File: src/rtl/mux4_rr_arbiter.sv
// mux4_rr_arbiter: round-robin grant of one shared mux4 path to four requesters; ARB_TIMEOUT_EN adds a MAX_HOLD forced release.
module mux4_rr_arbiter #(
  parameter int MAX_HOLD = 8
) (
  input  logic clk,
  input  logic rst,
  input  logic req1,
  input  logic req2,
  input  logic req3,
  input  logic req4,
  input  logic done,
  output logic gnt1,
  output logic gnt2,
  output logic gnt3,
  output logic gnt4,
  output logic sel1,
  output logic sel2,
  output logic busy,
  output logic expired
);
  typedef enum logic {IDLE, GRANT} state_t;
  state_t state, n_state;
  logic [3:0] r, gnt, n_gnt;
  logic [1:0] sel, n_sel, last, n_last, pick;
  logic n_exp, to;
  assign r = {req4, req3, req2, req1};
  assign {gnt4, gnt3, gnt2, gnt1} = gnt;
  assign {sel2, sel1} = sel;
`ifdef ARB_TIMEOUT_EN
  logic [7:0] cnt;
  assign to = cnt == 8'(MAX_HOLD - 1);
  always_ff @(posedge clk or posedge rst)
    if (rst) cnt <= '0;
    else cnt <= (state == IDLE) ? 8'd0 : cnt + 8'd1;
`else
  logic unused_hold;
  assign unused_hold = ^8'(MAX_HOLD);
  assign to = 1'b0;
`endif
  // last-owner index is lowest priority; nearest following requester wins
  always_comb begin
    pick = last;
    for (int i = 4; i >= 1; i--)
      if (r[2'(last + 2'(i))]) pick = 2'(last + 2'(i));
    n_state = state;
    n_gnt = gnt;
    n_sel = sel;
    n_last = last;
    n_exp = 1'b0;
    if (state == IDLE) begin
      if (|r) begin
        n_state = GRANT;
        n_gnt = 4'b1 << pick;
        n_sel = pick;
        n_last = pick;
      end
    end else if (done || !r[sel] || to) begin
      n_state = IDLE;
      n_gnt = '0;
      n_exp = to && !done;
    end
  end
  always_ff @(posedge clk or posedge rst)
    if (rst) begin
      state <= IDLE;
      gnt <= '0;
      sel <= '0;
      last <= 2'd3;
      busy <= 1'b0;
      expired <= 1'b0;
    end else begin
      state <= n_state;
      gnt <= n_gnt;
      sel <= n_sel;
      last <= n_last;
      busy <= |n_gnt;
      expired <= n_exp;
    end
endmodule

File: config.mk
export PLATFORM = sky130hd
export DESIGN_NAME = mux4_rr_arbiter
export DESIGN_NICKNAME = d
export VERILOG_FILES = /design/src/rtl/mux4_rr_arbiter.sv
export SDC_FILE = /design/constraint.sdc
export NUM_CORES = 1
export LEC_CHECK = 0
export ABC_CLOCK_PERIOD_IN_PS = 3870
export CAP_MARGIN = 15
export CORE_AREA = 2 2 39 41
export CTS_CLUSTER_DIAMETER = 30
export DETAILED_ROUTE_END_ITERATION = 16
export DIE_AREA = 0 0 41 43
export DONT_BUFFER_PORTS = 1
export PLACE_DENSITY = 0.55
export SLEW_MARGIN = 20
export SYNTH_ARGS = -nofsm -noshare
export SYNTH_HDL_FRONTEND = slang
export SYNTH_SLANG_ARGS = --single-unit
File: constraint.sdc
create_clock -name clk -period 3.87 [get_ports clk]
set_clock_uncertainty 0.05 [all_clocks]
set_input_delay 0.774 -clock clk [delete_from_list [all_inputs] [get_ports clk]]
set_output_delay 0.774 -clock clk [all_outputs]
set_load 0.03 [all_outputs]
=== Word-level counts from Yosys, hierarchy flattened ===
Cells that the tools add are included.
W data, S select, Z words.

* Register bits: 10
* Logic and storage cells: 36
* Output and inout port bits: 8

* Reduce and logical (&&, ||, !) cells: 5
* Shifts and indexed selects: 1
* Order comparisons: 4
* Bitwise logic cells: 1
* Mux-type cells: 17
* Add/sub/neg operators: 3

{| class="wikitable"
|+ Operator list
! cell !! count
|-
| $lt A2 B3 Y1 const B || 4
|-
| $mux W4 || 3
|-
| $bmux W1 S2 || 4
|-
| $reduce_or A4 Y1 || 2
|-
| $mux W1 || 7
|-
| $mux W2 || 3
|-
| $add A2 B2 Y2 const B || 2
|-
| $shl A1 B2 Y4 const A || 1
|-
| $add A2 B1 Y2 const B || 1
|-
| $reduce_and A2 Y1 || 1
|-
| $logic_not A1 Y1 || 1
|-
| $logic_or A1 B1 Y1 || 1
|-
| $not A1 Y1 || 1
|}

=== Depth between registers and ports, before layout ===
Gate-level depths: netlist (run 1).

* Depth after elaboration: 10
* Mapped depth: 6
* Gate-level depth less buffers: 5

=== Worst setup path before layout (run 1) ===
OpenSTA, ideal clock, no wires.

* Path type: input -> register
* From: input req2
* To: register busy
* Arrival time: 2.067 ns
* Path slack: 1.614 ns
* Required time: 3.682 ns
* Stages on the path: 5
* Cell sequence: nor4_4 > nor2_1 > and3_4 > a22o_1 > or4b_1

* Longest elaborated chain between the ends: 9
* Elaborated cells on any way between the ends: 19

{| class="wikitable"
|+ RTL lines
! what !! line !! text
|-
| from (decl) || 8 || <nowiki>input logic req2,</nowiki>
|-
| $bmux W1 S2 || 44 || <nowiki>if (r[2'(last + 2'(i))]) pick = 2'(last + 2'(i));</nowiki>
|-
| $mux W1 (not written as such) || 44 ||
|-
| $mux W2 (3 in series) || 44 ||
|-
| $shl A1 B2 Y4 || 53 || <nowiki>n_gnt = 4'b1 << pick;</nowiki>
|-
| $mux W4 || 51 || <nowiki>if (|r) begin</nowiki>
|-
| $mux W4 (*) || 50 || <nowiki>if (state == IDLE) begin</nowiki>
|-
| named net n_gnt[2] || 23 || <nowiki>logic [3:0] r, gnt, n_gnt;</nowiki>
|-
| $reduce_or A4 Y1 (*) || 76 || <nowiki>busy <= |n_gnt;</nowiki>
|-
| to (signal assigned) || 76 ||
|-
| to (decl) || 18 || <nowiki>output logic busy,</nowiki>
|}

Mark *: on every way through the listed nets, which the timed path passes. The rest lies on a longest branch. The select of a mux whose other input is x is not followed.
A chain may end at the register's enable or synchronous reset.

=== Worst setup path in the final report (run 1) ===
* From: register sel[0]
* To: register busy

* Longest elaborated chain between the ends: 7

{| class="wikitable"
|+ RTL lines
! what !! line !! text
|-
| from (decl) || 24 || <nowiki>logic [1:0] sel, n_sel, last, n_last, pick;</nowiki>
|-
| from (signal assigned) || 74 || <nowiki>sel <= n_sel;</nowiki>
|-
| $bmux W1 S2 || 57 || <nowiki>end else if (done || !r[sel] || to) begin</nowiki>
|-
| $mux W1 (not written as such) || 57 ||
|-
| $logic_not A1 Y1 || 57 ||
|-
| $logic_or A1 B1 Y1 || 57 ||
|-
| $mux W4 || 57 ||
|-
| $mux W4 || 50 ||
|-
| named net n_gnt[2] || 23 ||
|-
| $reduce_or A4 Y1 || 76 ||
|}

The timed path passes the listed nets, and every way through them passes these cells. The select of a mux whose other input is x is not followed.

==> results of run 1 <==
## report_power, final
part,total [mW],switching [mW],internal (mW)
logic,0.161,0.0797,0.0816
clock network,0.0681,0.0323,0.0358
registers,0.290,0.126,0.164
total,0.519,0.238,0.281
## worst min path at each step
| stage | from | cells past startpoint | endpoint |
|---|---|---|---|
| final | rst | 1 | state$_DFF_PP0_ |
| after CTS | rst | 1 | state$_DFF_PP0_ |
| after floorplan | last[0]$_DFFE_PP1P_ | 2 | last[0]$_DFFE_PP1P_ |
| after global placement | last[0]$_DFFE_PP1P_ | 2 | last[0]$_DFFE_PP1P_ |
| after detailed placement | last[0]$_DFFE_PP1P_ | 2 | last[0]$_DFFE_PP1P_ |
| after global routing | rst | 1 | sel[1]$_DFFE_PP0P_ |
## registers in the layout (all words and copies together) (netlist names)
name   count
gnt        4
state      1
sel        2
last       2
busy       1
## routing by layer
| layer | vias to the layer above | wire length [um] | share of wire [%] | track usage, % |
|---|---|---|---|---|
| met5 | - | 0 | 0 | 0 |
| met4 | 0 | 14 | 1.3 | 10.0 |
| met3 | 2 | 78 | 7.5 | 5.76 |
| met2 | 11 | 472 | 45 | 20.3 |
| met1 | 192 | 473 | 46 | 20.7 |
| li1 | 189 | - | - | - |
## critical path, cell delays in order (launching register included)
cell and delay, ns:
dfrtp_1 0.58, mux2_2 0.38, a2bb2oi_1 0.17, nand2_1 0.16, a22o_1 0.23, or4b_1 0.50
## area by class of cell
cell class / count / area (um2) / share of cell area (%)
clock buffers: 3 / 22.5 / 3.94
inverters: 2 / 7.51 / 1.31
multi-input cells: 38 / 269 / 47.0
flip-flops and latches: 10 / 253 / 44.2
well taps: 16 / 20.0 / 3.50
## metrics by stage
step	setup WS (ns)	power [mW]	area (um2)	utilization, %
2_1_floorplan	1.61	0.419	542	-
3_3_place_gp	1.51	0.452	549	39.7
3_5_place_dp	1.49	0.454	549	39.7
4_1_cts	1.66	0.525	572	41.3
5_1_grt	1.55	0.563	572	41.3
6_report	1.67	0.519	572	41.3
## layout by cell type, fill, tap and decap left out, types with 2 or more instances in the layout
cell type  netlist  layout
nor2_1           9       9
dfrtp_1          8       8
mux2i_1          3       3
nand2_1          3       3
a22o_1           3       3
clkbuf_4         0       3
nor3_1           2       2
a32o_1           2       2
o21ai_0          2       2
dfstp_2          2       2
## logic make-up (layout without fill, tap and decap cells)
group	after synthesis	after routing	share of synthesized area (%)
AO/OA/AOI/OAI	11	11	15.9
buffers and inverters	4	5	3.69
flip-flops	10	10	46.7
multiplexers	4	4	7.62
other	1	1	0.692
AND/OR/NAND/NOR	22	22	25.4
==> run_results.csv, run 1 <==
group,metric,value,unit
finish,stdcell_count,69,
finish,syn_to_final_growth,5.54,%
worst_setup_path,startpoint,"sel[0]$_DFFE_PP0P_",
drt,drt_pass1_iterations,2,
clock_network,clockBufferDepth,2,
timing,worstMarginPinSlew,0.535,ns
clock_network,cts.hold.buffers_added,0,
clock_network,cts.sinks,10,
worst_setup_path,crit_arrival,2.28,ns
synth,synthTopCellsByArea,"dfrtp_1, dfstp_2, nor2_1",
timing,whs,0.322,ns
global_routing,grt_max_degree,11,
worst_setup_path,cp-start-kind,"flop",
clock_network,clkLatencyLatePin,0.26,ns
finish,final_nets,62,
synth,netlist_area,542,um2
timing,drv_slew,0,
clock_network,postCtsSetupBuffers,0,
synth,synth_top_area_share,37.0,%
clock_network,clockRootBuffer,"clkbuf_4",
clock_network,path_clk_slew,0.06,ns
global_routing,antenna_found_initial,0,
finish,drive_gt1_share,18.9,%
synth,synth_common_cells,"nor2_1, dfrtp_1, a22o_1, mux2i_1, nand2_1",
synth,yosysTopAreaCell,"dfrtp_1",
drt,vias,394,
floorplan,core-area,1380,um2
global_routing,grt_overflow,0,
floorplan,die_area,1760,um2
worst_setup_path,crit_end,"busy$_DFF_PP0_",
floorplan,die_w,41,um
floorplan,rows,14,
worst_setup_path,r2r-start,"sel[0]$_DFFE_PP0P_",
worst_setup_path,crit_type,"flop to flop",
timing,rsz0062_at_grt,"false",
synth,syn-mean-instance-area,10.4,um2
timing,slew_headroom,64.0,%
worst_setup_path,r2r_cells,5,
place,dp.cells,66,
global_routing,grt_pass1_wl,1.77,mm
synth,synth_seq_cells,10,
pwr,p_per_area,908,nW/um2
worst_setup_path,cp-end-kind,"flop",
place,io_buffers,0,
outcome,status,"completed",
worst_setup_path,cp_data_required_time,3.95,ns
synth,synth.yosys.seq_area_share,46.7,%
finish,fillers,148,
synth,syn_nets,59,
global_routing,grt_pass1_vias,401,
pwr,p_leak,0.252,nW
pwr,vdd_ir_drop_max,0.364,mV
synth,synth-async-reset-ratio,100,%
synth,yosysMostFrequentCell,"nor2_1",
synth,postSynthCellCount,52,
worst_setup_path,reg2reg_setup_slack,1.67,ns
clock_network,cts_buffers,3,
synth,ys.warnings.count,0,
clock_network,cts_tree,"done",
timing,finalSetupTns,0,ns
drt,wl,1.04,mm
run,drv_cap,0,
timing,timing.fmax,454,MHz
worst_setup_path,cp_max_fo,5,
drt,via_per_inst,5.71,
worst_hold_path,hold_class,"input pin to asynchronous set/reset pin",
timing,period_share,57.0,%
synth,synth.distinct_cells,27,
synth,synthFlopType,"dfrtp_1",
floorplan,die_h,43,um
drt,drcViolationCount,0,
worst_setup_path,rr_endpoint,"busy$_DFF_PP0_",
place,place_congestion,0.726,
finish,diodes,0,
drt,routedWlPerCell,15.0,um
synth,synth_edf_count,0,
global_routing,grt_use_total,15.5,%
drt,final_antenna_net_count,0,
timing,hold_viol,0,
floorplan,start_util,39.2,%
place,hpwl,774,um
clock_network,ctsResizeCount,0,
drt,first_iter_violations,6,
timing,period_needed,2.20,ns
clock_network,htree_levels,1,
floorplan,io_pins,15,
timing,setup_viol,0,
Power figures use the tool's default switching activity.
==> inputs of run 2 (changes only) <==
Settings changed: ABC_CLOCK_PERIOD_IN_PS 3870 to 2300.
Clock period 3.87 ns to 2.3 ns, I/O delays scaled along.
==> run 2 against run 1 <==
- the run now ends with hold timing left
- via count is 5.8% higher
- power up 87%
- combinational power is 120% higher
- die area stayed put
- global-route usage down 0.50 points
- first-iteration DRC count increased by 33%
- wire length is 2.1% higher
- cell count rose by 7.2%
- maximum frequency grew 5.9%
- clock power is 130% higher
- largest power group unchanged
- highest routed layer unchanged
==> run_results.csv, run 2 (synthesis gave the netlist of run 1 again) <==
group,metric,value,unit
outcome,status,"finished with violations",
outcome,violations,"hold timing",
timing,drv_slew,0,
worst_setup_path,critical_path.top_delay_family,"simple AND/OR/NAND/NOR gates",
drt,wl,1.06,mm
global_routing,grt_overflow,0,
floorplan,die_h,43,um
floorplan,die_area,1760,um2
clock_network,clockRootBuffer,"clkbuf_4",
worst_setup_path,max_stage_delay,0.58,ns
floorplan,start_util,39.2,%
clock_network,clkLatencyLatePin,0.26,ns
drt,vias,417,
timing,period_share,90.5,%
global_routing,grt_pass1_wl,1.75,mm
finish,largest_register,"gnt",
worst_setup_path,crit_arrival,2.17,ns
timing,timing.fmax,480,MHz
worst_setup_path,cp_data_required_time,2.39,ns
worst_setup_path,cp-end-kind,"flop",
worst_setup_path,reg2reg_setup_slack,0.22,ns
worst_setup_path,crit_type,"flop to flop",
worst_setup_path,startpoint,"last[0]$_DFFE_PP1P_",
pwr,p_leak,0.278,nW
pwr,swShare,43.0,%
place,io_buffers,0,
pwr,p_int,0.552,mW
pwr,seqPwrFrac,46.5,%
place,hpwl,801,um
finish,final_nets,66,
floorplan,io_pins,15,
pwr,clkPwrFrac,16.2,%
timing,setup_viol,0,
place,place_congestion,0.802,
finish,syn_to_final_growth,13.6,%
timing,finalSetupTns,0,ns
finish,largest_register_ffs,4,
worst_setup_path,cpMaxStageDelayCell,"dfstp_2",
timing,hold_viol,1,
clock_network,clockBufferDepth,2,
floorplan,rows,14,
timing,period_needed,2.08,ns
pwr,p_per_area,1570,nW/um2
finish,diodes,0,
clock_network,cts_tree,"done",
timing,whs,-0.00170,ns
finish,multiInputGateArea,269,um2
drt,final_antenna_net_count,0,
finish,final_common_cell,"nor2_1",
drt,first_iter_violations,8,
worst_setup_path,cp-start-kind,"flop",
pwr,combPwrFrac,37.3,%
global_routing,grt_use_total,15.0,%
worst_setup_path,worstPathCellList,"inv_2 -> or3_4 -> and3_4 -> a22o_1 -> or4b_1",
drt,via_per_inst,5.64,
clock_network,postCtsSetupBuffers,0,
floorplan,core-area,1380,um2
clock_network,cts.sinks,10,
worst_hold_path,hold_class,"input pin to asynchronous set/reset pin",
clock_network,cts.hold.buffers_added,0,
clock_network,cts_buffers,3,
pwr,power.switching,0.417,mW
global_routing,grt_pass1_vias,412,
finish,fillers,138,
clock_network,htree_levels,1,
worst_setup_path,cp_num_buf_inv,1,
floorplan,die_w,41,um
clock_network,path_clk_slew,0.07,ns
run,drv_cap,0,
worst_setup_path,cp_max_fo,6,
finish,final-seq-area,253,um2
worst_setup_path,r2r-start,"last[0]$_DFFE_PP1P_",
drt,drt_pass1_iterations,4,
finish,top_regs,"gnt x4, last x2, sel x2",
clock_network,ctsResizeCount,0,
timing,rsz0062_at_grt,"false",
drt,drcViolationCount,0,
finish,drive_gt1_share,25.9,%
finish,final_cell_mix,"nor2_1, dfrtp_1, buf_4",
pwr,vdd_ir_drop_max,0.584,mV
global_routing,antenna_found_initial,0,
drt,routedWlPerCell,14.3,um
global_routing,grt_max_degree,11,
==> run 2: cell count changes in the layout (fill, tap and decap cells not counted), sizes merged <==
cell	change
buf	+4
clkbuf	+1
==> run 2: worst paths after layout <==
path	to	cells after the start
worst min register to register	last[0]$_DFFE_PP1P_	2
worst min-delay path	sel[1]$_DFFE_PP0P_	1
min in group clk	state$_DFF_PP0_	2
max in group asynchronous	last[0]$_DFFE_PP1P_	1
worst max-delay path	busy$_DFF_PP0_	5
worst max register to register	busy$_DFF_PP0_	5
==> run 2: final cells by class <==
type / count / area share, %
multi-input cells: 38 / 43.7
flip-flops and latches: 10 / 41.1
clock buffers: 4 / 5.89
repair buffers: 4 / 4.88
well taps: 16 / 3.25
inverters: 2 / 1.22
==> run 2: stage by stage <==
| step | area, um2 | utilization, % | std cells | power, mW | setup WS [ns] |
|---|---|---|---|---|---|
| 6_report | 616 | 44.5 | 74 | 0.969 | 0.218 |
| 3_5_place_dp | 579 | 41.9 | 70 | 0.816 | 0.226 |
| 2_1_floorplan | 542 | - | 52 | 0.705 | 0.271 |
| 5_1_grt | 616 | 44.5 | 74 | 1.04 | 0.140 |
| 3_3_place_gp | 579 | 41.9 | 70 | 0.814 | 0.249 |
| 4_1_cts | 616 | 44.5 | 74 | 0.975 | 0.211 |
==> run 2: layer usage <==
metal,share of wire [%],vias to the layer above,track usage [%]
li1,-,203,-
met1,44,196,20.5
met2,47,14,20.0
met3,6.9,4,5.24
met4,2.2,0,8.67
met5,0,-,0
==> run 2: power by group through the flow <==
stage               logic [mW]  registers (mW)  clock network (mW)
floorplan                0.250           0.455                   0
global placement         0.364           0.450                   0
detailed placement       0.360           0.456                   0
CTS                      0.363           0.453               0.159
global route             0.399           0.469               0.170
finish                   0.361           0.451               0.157
==> run 2: worst register-to-register path: cells and delay by family, from the launching register on <==
family | cells | cell delay [ns]
AND/OR/NAND/NOR | 3 | 1.08
flip-flops | 1 | 0.58
buffers and inverters | 1 | 0.05
AO/OA/AOI/OAI | 1 | 0.21
